File: config.mk
export PLATFORM = sky130hd
export DESIGN_NAME = commit_store_queue_flat
export DESIGN_NICKNAME = d
export VERILOG_FILES = /design/src/rtl/commit_store_queue_if.sv /design/src/rtl/commit_store_queue.sv /design/src/flat_wrapper.sv
export SDC_FILE = /design/constraint.sdc
export NUM_CORES = 1
export LEC_CHECK = 0
export ABC_AREA = 0
export BUFFER_PORTS_ARGS = -buffer_cell sky130_fd_sc_hd__clkbuf_2
export CAP_MARGIN = 15
export CELL_PAD_IN_SITES_DETAIL_PLACEMENT = 1
export CELL_PAD_IN_SITES_GLOBAL_PLACEMENT = 1
export CORE_MARGIN = 5
export CORE_UTILIZATION = 53
export DETAILED_ROUTE_END_ITERATION = 12
export GPL_ROUTABILITY_DRIVEN = 0
export GPL_TIMING_DRIVEN = 0
export HOLD_SLACK_MARGIN = 0.1
export PLACE_DENSITY = 0.89
export SYNTH_ARGS = -nofsm -noshare
export SYNTH_HDL_FRONTEND = slang
export SYNTH_SLANG_ARGS = --single-unit
File: constraint.sdc
create_clock -name clk_i -period 6 [get_ports clk_i]
set_input_delay 0 -clock clk_i [delete_from_list [all_inputs] [get_ports clk_i]]
set_output_delay 0 -clock clk_i [all_outputs]
set_load 0.1 [all_outputs]
File: src/rtl/commit_store_queue_if.sv
// D$ write-port bundle between the commit store queue (master) and the
// data cache (slave). Carries the req/gnt handshake and the store fields.
interface commit_store_queue_if #(
  parameter int unsigned ADDR_WIDTH = 56,
  parameter int unsigned DATA_WIDTH = 64
);
  logic                    req;
  logic                    gnt;
  logic [ADDR_WIDTH-1:0]   addr;
  logic [DATA_WIDTH-1:0]   data;
  logic [DATA_WIDTH/8-1:0] be;
  logic [1:0]              size;

  modport master (output req, addr, data, be, size, input gnt);
  modport slave  (input req, addr, data, be, size, output gnt);
endinterface

File: src/rtl/commit_store_queue.sv
// commit_store_queue: two-level store queue behind the commit stage.
// Speculative stores wait for commit_i, then move to the committed queue,
// which drains in order to the D$ write port through a req/gnt handshake.
// Optional feature macro: COMMIT_SQ_FWD_CHECK_EN enables the page-offset
// alias check (page_offset_matches_o); undefined, the output is tied to 0.
module commit_store_queue #(
  parameter int unsigned SPEC_DEPTH   = 4,
  parameter int unsigned COMMIT_DEPTH = 4,
  parameter int unsigned ADDR_WIDTH   = 56,
  parameter int unsigned DATA_WIDTH   = 64
) (
  input  logic                    clk_i,
  input  logic                    rst_ni,
  input  logic                    flush_i,
  input  logic                    st_valid_i,
  output logic                    st_ready_o,
  input  logic [ADDR_WIDTH-1:0]   st_paddr_i,
  input  logic [DATA_WIDTH-1:0]   st_data_i,
  input  logic [DATA_WIDTH/8-1:0] st_be_i,
  input  logic [1:0]              st_size_i,
  input  logic                    commit_i,
  output logic                    commit_ready_o,
  output logic                    no_st_pending_o,
  commit_store_queue_if.master    dcache,
  input  logic [11:0]             page_offset_i,
  output logic                    page_offset_matches_o
);
  localparam int unsigned BE_WIDTH = DATA_WIDTH / 8;
  localparam int unsigned SPW      = $clog2(SPEC_DEPTH);
  localparam int unsigned CMW      = $clog2(COMMIT_DEPTH);
  localparam logic [SPW:0] SPEC_FULL = (SPW+1)'(SPEC_DEPTH);
  localparam logic [CMW:0] CMT_FULL  = (CMW+1)'(COMMIT_DEPTH);

  typedef enum logic {S_IDLE, S_REQ} drain_state_e;

  typedef struct packed {
    logic [ADDR_WIDTH-1:0] paddr;
    logic [DATA_WIDTH-1:0] data;
    logic [BE_WIDTH-1:0]   be;
    logic [1:0]            size;
  } store_t;

  store_t         r_spec_mem [SPEC_DEPTH];
  logic [SPW-1:0] r_spec_rptr, r_spec_wptr;
  logic [SPW:0]   r_spec_cnt;
  store_t         r_cmt_mem [COMMIT_DEPTH];
  logic [CMW-1:0] r_cmt_rptr, r_cmt_wptr;
  logic [CMW:0]   r_cmt_cnt;
  store_t         r_last;
  drain_state_e   r_state, w_state_next;

  logic         w_enq, w_commit, w_pop;
  logic [SPW:0] w_spec_cnt_next;
  logic [CMW:0] w_cmt_cnt_next;
  store_t       w_st_in, w_head, w_out;

  assign st_ready_o      = (r_spec_cnt != SPEC_FULL);
  assign commit_ready_o  = (r_cmt_cnt != CMT_FULL);
  assign no_st_pending_o = (r_cmt_cnt == '0);

  // A store arriving with a flush is dropped; illegal commits are ignored.
  assign w_enq    = st_valid_i && st_ready_o && !flush_i;
  assign w_commit = commit_i && (r_spec_cnt != '0) && commit_ready_o;
  assign w_pop    = (r_state == S_REQ) && dcache.gnt;

  assign w_st_in = '{paddr: st_paddr_i, data: st_data_i, be: st_be_i, size: st_size_i};
  assign w_head  = r_cmt_mem[r_cmt_rptr];
  // While requesting, present the committed head; otherwise hold the last sent store.
  assign w_out   = (r_state == S_REQ) ? w_head : r_last;

  assign dcache.req  = (r_state == S_REQ);
  assign dcache.addr = w_out.paddr;
  assign dcache.data = w_out.data;
  assign dcache.be   = w_out.be;
  assign dcache.size = w_out.size;

  // Next occupancy of both queues (flush only clears the speculative side)
  always_comb begin
    w_spec_cnt_next = r_spec_cnt;
    w_cmt_cnt_next  = r_cmt_cnt;
    if (flush_i)
      w_spec_cnt_next = '0;
    else if (w_enq && !w_commit)
      w_spec_cnt_next = r_spec_cnt + 1'b1;
    else if (!w_enq && w_commit)
      w_spec_cnt_next = r_spec_cnt - 1'b1;
    if (w_commit && !w_pop)
      w_cmt_cnt_next = r_cmt_cnt + 1'b1;
    else if (!w_commit && w_pop)
      w_cmt_cnt_next = r_cmt_cnt - 1'b1;
  end

  // Drain FSM next state: look at the next count so a commit requests on the following cycle
  always_comb begin
    w_state_next = r_state;
    case (r_state)
      S_IDLE:  if (w_cmt_cnt_next != '0) w_state_next = S_REQ;
      S_REQ:   if (w_cmt_cnt_next == '0) w_state_next = S_IDLE;
      default: w_state_next = S_IDLE;
    endcase
  end

  // Pointers, counts, FSM state and held D$ fields
  always_ff @(posedge clk_i) begin
    if (!rst_ni) begin
      r_spec_rptr <= '0;
      r_spec_wptr <= '0;
      r_spec_cnt  <= '0;
      r_cmt_rptr  <= '0;
      r_cmt_wptr  <= '0;
      r_cmt_cnt   <= '0;
      r_last      <= '0;
      r_state     <= S_IDLE;
    end else begin
      if (w_enq)
        r_spec_wptr <= r_spec_wptr + 1'b1;
      if (w_commit) begin
        r_spec_rptr <= r_spec_rptr + 1'b1;
        r_cmt_wptr  <= r_cmt_wptr + 1'b1;
      end
      // Flush collapses the queue onto the (possibly just advanced) read pointer.
      if (flush_i)
        r_spec_wptr <= w_commit ? r_spec_rptr + 1'b1 : r_spec_rptr;
      if (w_pop) begin
        r_cmt_rptr <= r_cmt_rptr + 1'b1;
        r_last     <= w_head;
      end
      r_spec_cnt <= w_spec_cnt_next;
      r_cmt_cnt  <= w_cmt_cnt_next;
      r_state    <= w_state_next;
    end
  end

  // Entry storage; validity lives in the pointers and counts, so no reset
  always_ff @(posedge clk_i) begin
    if (w_enq)
      r_spec_mem[r_spec_wptr] <= w_st_in;
    if (w_commit)
      r_cmt_mem[r_cmt_wptr] <= r_spec_mem[r_spec_rptr];
  end

  // Flag commits with nothing to commit or no committed slot
  always_ff @(posedge clk_i) begin
    if (rst_ni)
      a_commit_legal: assert (!(commit_i && !w_commit));
  end

`ifdef COMMIT_SQ_FWD_CHECK_EN
  logic [SPEC_DEPTH-1:0]   w_spec_hit;
  logic [COMMIT_DEPTH-1:0] w_cmt_hit;
  logic                    w_unused_po;

  assign w_unused_po = ^page_offset_i[2:0];

  // An entry is live when its distance from the read pointer is below the count.
  for (genvar gi = 0; gi < SPEC_DEPTH; gi++) begin : g_spec_cmp
    logic [SPW-1:0] w_age;
    assign w_age = SPW'(gi) - r_spec_rptr;
    assign w_spec_hit[gi] = ({1'b0, w_age} < r_spec_cnt) &&
                            (r_spec_mem[gi].paddr[11:3] == page_offset_i[11:3]);
  end

  for (genvar gi = 0; gi < COMMIT_DEPTH; gi++) begin : g_cmt_cmp
    logic [CMW-1:0] w_age;
    assign w_age = CMW'(gi) - r_cmt_rptr;
    assign w_cmt_hit[gi] = ({1'b0, w_age} < r_cmt_cnt) &&
                           (r_cmt_mem[gi].paddr[11:3] == page_offset_i[11:3]);
  end

  assign page_offset_matches_o = (|w_spec_hit) || (|w_cmt_hit) ||
                                 (st_valid_i && (st_paddr_i[11:3] == page_offset_i[11:3]));
`else
  logic w_unused_po;
  assign w_unused_po           = ^page_offset_i;
  assign page_offset_matches_o = 1'b0;
`endif

endmodule

File: src/flat_wrapper.sv
// flat-port wrapper written by rule: the top's interface ports become plain ports
module commit_store_queue_flat 
#(
  parameter int unsigned SPEC_DEPTH   = 4,
  parameter int unsigned COMMIT_DEPTH = 4,
  parameter int unsigned ADDR_WIDTH   = 56,
  parameter int unsigned DATA_WIDTH   = 64
)
  (clk_i, rst_ni, flush_i, st_valid_i, st_ready_o, st_paddr_i, st_data_i, st_be_i, st_size_i, commit_i, commit_ready_o, no_st_pending_o, page_offset_i, page_offset_matches_o, dcache_req, dcache_addr, dcache_data, dcache_be, dcache_size, dcache_gnt);
  commit_store_queue_if #(.ADDR_WIDTH(ADDR_WIDTH), .DATA_WIDTH(DATA_WIDTH)) dcache_i ();
  input  logic clk_i;
  input  logic rst_ni;
  input  logic flush_i;
  input  logic st_valid_i;
  output logic st_ready_o;
  input  logic [ADDR_WIDTH-1:0] st_paddr_i;
  input  logic [DATA_WIDTH-1:0] st_data_i;
  input  logic [DATA_WIDTH/8-1:0] st_be_i;
  input  logic [1:0] st_size_i;
  input  logic commit_i;
  output logic commit_ready_o;
  output logic no_st_pending_o;
  input  logic [11:0] page_offset_i;
  output logic page_offset_matches_o;
  output wire logic [$bits(dcache_i.req)-1:0] dcache_req;
  output wire logic [$bits(dcache_i.addr)-1:0] dcache_addr;
  output wire logic [$bits(dcache_i.data)-1:0] dcache_data;
  output wire logic [$bits(dcache_i.be)-1:0] dcache_be;
  output wire logic [$bits(dcache_i.size)-1:0] dcache_size;
  input wire logic [$bits(dcache_i.gnt)-1:0] dcache_gnt;
  assign dcache_req = dcache_i.req;
  assign dcache_addr = dcache_i.addr;
  assign dcache_data = dcache_i.data;
  assign dcache_be = dcache_i.be;
  assign dcache_size = dcache_i.size;
  assign dcache_i.gnt = dcache_gnt;
  commit_store_queue #(.SPEC_DEPTH(SPEC_DEPTH), .COMMIT_DEPTH(COMMIT_DEPTH), .ADDR_WIDTH(ADDR_WIDTH), .DATA_WIDTH(DATA_WIDTH)) u_core (.clk_i(clk_i), .rst_ni(rst_ni), .flush_i(flush_i), .st_valid_i(st_valid_i), .st_ready_o(st_ready_o), .st_paddr_i(st_paddr_i), .st_data_i(st_data_i), .st_be_i(st_be_i), .st_size_i(st_size_i), .commit_i(commit_i), .commit_ready_o(commit_ready_o), .no_st_pending_o(no_st_pending_o), .dcache(dcache_i), .page_offset_i(page_offset_i), .page_offset_matches_o(page_offset_matches_o));
endmodule
Word-level counts from Yosys, hierarchy flattened

Memory sizes are Yosys's and may differ from the RTL's. A register that Yosys moved wholly into a read port is not among the register bits.
Index checks and enable logic that the tools add are counted.

Memory bits (writable): 1,040
ROM bits: 0
Latch bits: 0
Register bits after elaboration: 145
Memories: 2
Logic and storage cells: 63
Bits of input ports: 148

Memory list:

| name              | depth | width | rd ports | clocked after memory_dff | write ports | RTL line                 | source |
|---|---|---|---|---|---|---|---|
| u_core.r_cmt_mem  | 4     | 130   | 1        | 1                        | 1           | commit_store_queue.sv:46 | `store_t r_cmt_mem [COMMIT_DEPTH];` |
| u_core.r_spec_mem | 4     | 130   | 1        | 1                        | 1           | commit_store_queue.sv:43 | `store_t r_spec_mem [SPEC_DEPTH];` |

$lt $le $gt $ge: 0
Equality and inequality tests: 2
Muxes and demuxes: 18
Shift operators: 0
Reductions and logical operators: 20
Bitwise operators: 2
Add/subtract/negate cells: 8
Multiply operators: 0
Div/mod/pow operators: 0

Operator list:

| cell                | number |
|---|---|
| $mux 130            | 1 |
| $mux 2              | 6 |
| $mux 3              | 4 |
| $logic_and 1x1->1   | 9 |
| $add 2x1->2 const B | 4 |
| $add 3x1->3 const B | 2 |
| $logic_not 3->1     | 2 |
| $mux 1              | 6 |
| $ne 3x3->1 const B  | 2 |
| $reduce_bool 3->1   | 2 |
| $sub 3x1->3 const B | 2 |
| $logic_not 1->1     | 4 |
| $reduce_bool 2->1   | 2 |
| $not 1->1           | 2 |
| $pmux 1 s2          | 1 |
| $reduce_or 2->1     | 1 |

Depth between registers and ports, before layout

Depth in word-level cells: 10
Gate-level depth with buffers: 11
Depth with buffers taken out: 11

Least setup slack after synthesis

No wires, ideal clock.

Path type: reg2reg
From: register u_core.r_spec_cnt[0]
To: memory u_core.r_spec_mem[0][0] (netlist bit), enable pin
Data required time: 5.495 ns
Stages on the path, launching flop included: 5
Path slack: 1.132 ns
Library setup time: 0.505 ns
Arrival: 4.363 ns
Path through: dfxtp_1 > or3b_2 > nand2_1 > nor2_1 > and2_1

Word-level cells in the longest chain between the ends: 5

RTL lines:

| item                           | RTL line                  | source |
|---|---|---|
| start, declared                | commit_store_queue.sv:45  | `logic [SPW:0] r_spec_cnt;` |
| start signal, assigned         | commit_store_queue.sv:128 | `r_spec_cnt <= w_spec_cnt_next;` |
| $ne 3x3->1                     | commit_store_queue.sv:57  | `assign st_ready_o = (r_spec_cnt != SPEC_FULL);` |
| net st_ready_o                 | flat_wrapper.sv:15        | `output logic st_ready_o;` |
| $logic_and 1x1->1 (2 in a row) | commit_store_queue.sv:62  | `assign w_enq = st_valid_i && st_ready_o && !flush_i;` |
| $mux 1                         | commit_store_queue.sv:136 | `if (w_enq)` |
| $mux 1 (not written as such)   | commit_store_queue.sv:137 | `r_spec_mem[r_spec_wptr] <= w_st_in;` |
| end, declared                  | commit_store_queue.sv:43  |  |

The timed path passes the listed nets, and every way through them passes these cells.

==> results.sh <==
export IMPL_timing_hold_worst_class="input port to flop"
export IMPL_tightest_slew_ns=1.06
export IMPL_numCtsBuffers=114
export IMPL_status="finished, final reports clean"
export IMPL_crit_type="flop to output port"
export IMPL_syn_area_per_cell_sq_um=20.3
export IMPL_fillers=6933
export IMPL_peakVddDrop_v=0.000369
export IMPL_finalHoldViolations=0
export IMPL_placed_cell_area_sq_um=47600
export IMPL_avgViaCountPerCell=6.34
export IMPL_arrival_ns=3.63
export IMPL_clock_latency_ns=0.71
export IMPL_hpwl_mm=74.2
export IMPL_ys_seq_area_share_pct=77.0
export IMPL_clock_skew_ns=0.0340
export IMPL_grt_antenna_before_repair=15
export IMPL_post_drt_wl_per_cell_um=33.8
export IMPL_dieArea_sq_um=89600
export IMPL_grt_overflow_total=0
export IMPL_cts_tree="built"
export IMPL_cts_setup_buffers=0
export IMPL_period_needed_ns=3.63
export IMPL_syn_inst=2183
export IMPL_power_leakage_nw=17.8
export IMPL_path_max_fanout=10
export IMPL_drive_above_1_share_pct=31.2
export IMPL_yosysWarnings=0
export IMPL_crit_slowest_cell="buf_1"
export IMPL_critPathRequiredTime_ns=6.00
export IMPL_postRouteAntennaNets=0
export IMPL_clock_sinks=1187
export IMPL_end_kind="output port"
export IMPL_power_share_switching_pct=34.1
export IMPL_final_common_cell="edfxtp_1"
export IMPL_maxSlewHeadroom_pct=29.4
export IMPL_grt_pass1_vias=27700
export IMPL_syn_nets=2344
export IMPL_cts_buffer_depth=3
export IMPL_rows=106
export IMPL_vias=25400
export IMPL_htreeDepth=3
export IMPL_p_switching_w=0.00793
export IMPL_clockPowerShare_pct=33.7
export IMPL_stdcell_area_sq_um=53900
export IMPL_wl_mm=135
export IMPL_rsz0062_at_grt="false"
export IMPL_combPwrFrac_pct=25.0
export IMPL_synth_edff_count=1040
export IMPL_grt_use_total_pct=30.2
export IMPL_io_pins=283
export IMPL_start_util_pct=53.3
export IMPL_grt_max_degree=57
export IMPL_crit_path_cell_trace="buf_2, buf_1, mux4_2, mux2_2, clkbuf_2"
export IMPL_drv_slew=0
export IMPL_die_y_um=299
export IMPL_drtIter0Drc=3010
export IMPL_synth_ff_type="edfxtp_1"
export IMPL_utilization_pct=64.7
export IMPL_ys_seq_elements=1187
export IMPL_first_pass_iters=5
export IMPL_power_density_nw_per_um2=431
export IMPL_final_cell_mix="1,040 x edfxtp_1, 269 x clkbuf_2, 268 x nand2_1"
export IMPL_cpPeakStageDelay_ns=0.80
export IMPL_drv_cap=0
export IMPL_async_reset_ff_share_pct=0
export IMPL_root_buffer="clkbuf_16"
export IMPL_layout_nets=2981
export IMPL_synth_area_sq_um=44400
export IMPL_ys_types=43
export IMPL_syn_to_final_growth_pct=21.5
export IMPL_fmax_ghz=0.276
export IMPL_internal_power_w=0.0153
export IMPL_finalCritPeriodShare_pct=60.5
export IMPL_grt_first_pass_wirelength_mm=198
export IMPL_clkTransAtPathRegs_ns=0.06
export IMPL_die_x_um=299
export IMPL_drc=0
export IMPL_pwr_share_seq_pct=41.3
export IMPL_setup_viol=0
export IMPL_portBuffers=269
export IMPL_start_kind="flop"
export IMPL_core_area_sq_um=83300
[state kept, by name, indices dropped and copies added (netlist names), named ones only]
signal and count:
u_core.r_spec_mem 520, u_core.dcache.req 1, u_core.r_cmt_rptr 2, u_core.r_last 130
u_core.r_cmt_mem 520, u_core.r_cmt_wptr 2, u_core.r_cmt_cnt 3, u_core.r_spec_cnt 3
u_core.r_spec_wptr 2, u_core.r_spec_rptr 2
[critical path, delay by kind of cell, from the launching register on]
family	cells	cell delay, ns
buffers and inverters	3	1.71
DFF	1	0.42
muxes	2	0.79
[synthesized netlist by cell type, drive strengths merged, types with 4 or more instances]
cell type,instances,area (sq um)
buf,56,330
ha,12,150
dfxtp,147,2940
mux4,260,5860
nand2,268,1010
clkbuf,64,240
a21oi,133,666
mux2,130,1460
edfxtp,1040,31200
and3,6,37.5
nor2,9,33.8
inv,10,37.5
and2,6,37.5
xnor2,4,35.0
[per-stage QoR]
stage                     instances  setup TNS (ns)  power, W  hold WS (ns)  worst slack (ns)
after floorplan                2183               0    0.0140        0.0989              1.13
after global placement         3532        -1020.11    0.0150         0.212             -1.05
after detailed placement       3550               0    0.0152         0.218              3.12
after CTS                      4000               0    0.0230         0.101              2.31
after global routing           4008               0    0.0239         0.108              2.31
final                          4010               0    0.0232         0.135              2.37
[layout make-up]
type                    instances  area [sq um]  area share, %
plain buffers                 120           571           1.06
repair buffers                521          4160           7.72
flip-flops and latches       1187         34200           63.4
inverters                      10          37.5         0.0696
well taps                    1080          1350           2.51
clock buffers                 152          3140           5.82
clock inverters                65           833           1.55
multi-input cells             866          9630           17.9
diodes                          9          22.5         0.0418
[power by group through the flow]
stage / Combinational, W / Sequential [W] / Clock, W
after floorplan: 0.00425 / 0.00970 / 0
after global placement: 0.00527 / 0.00972 / 0
after detailed placement: 0.00551 / 0.00972 / 0
after CTS: 0.00574 / 0.00956 / 0.00772
after global routing: 0.00595 / 0.00959 / 0.00831
final: 0.00582 / 0.00959 / 0.00783
[routing by layer]
metal  vias to the layer above  global-route usage, %  share of wire [%]  wire length, um
met1                     13200                   37.4                 35            48100
met4                        10                   14.7                5.6             7560
li1                      10000                      -                  -                -
met5                         -                      0              0.051               69
met2                      1714                   51.8                 51            69400
met3                       411                   5.42                7.7            10400
[kinds of logic after synthesis]
group	share of synthesized area, %
AOI/OAI and AO/OA	1.82
muxes	16.5
DFF	77.0
xor gates and xnor gates	0.138
other	0.00845
adders and majority gates	0.383
and+or+nand+nor	2.76
buffers and inverters	1.37
[what timing repair did]
item	4_1_cts	5_1_grt
hold endpoints to repair	605	0
gates resized for setup	0	0
hold buffers	233	0
[path summary, 6_finish.rpt]
check,from,end,slack (ns),cells after the start
worst max register to register,u_core.r_cmt_cnt[0],u_core.r_spec_cnt[1],3.11,10
worst min-delay path,st_data_i[47],u_core.r_spec_mem[1][57],0.14,2
worst min register to register,u_core.r_last[6],u_core.r_last[6],0.46,2
worst max-delay path,flop,dcache_be[3],2.37,5
Note: power is estimated with default switching activity, not from simulation.
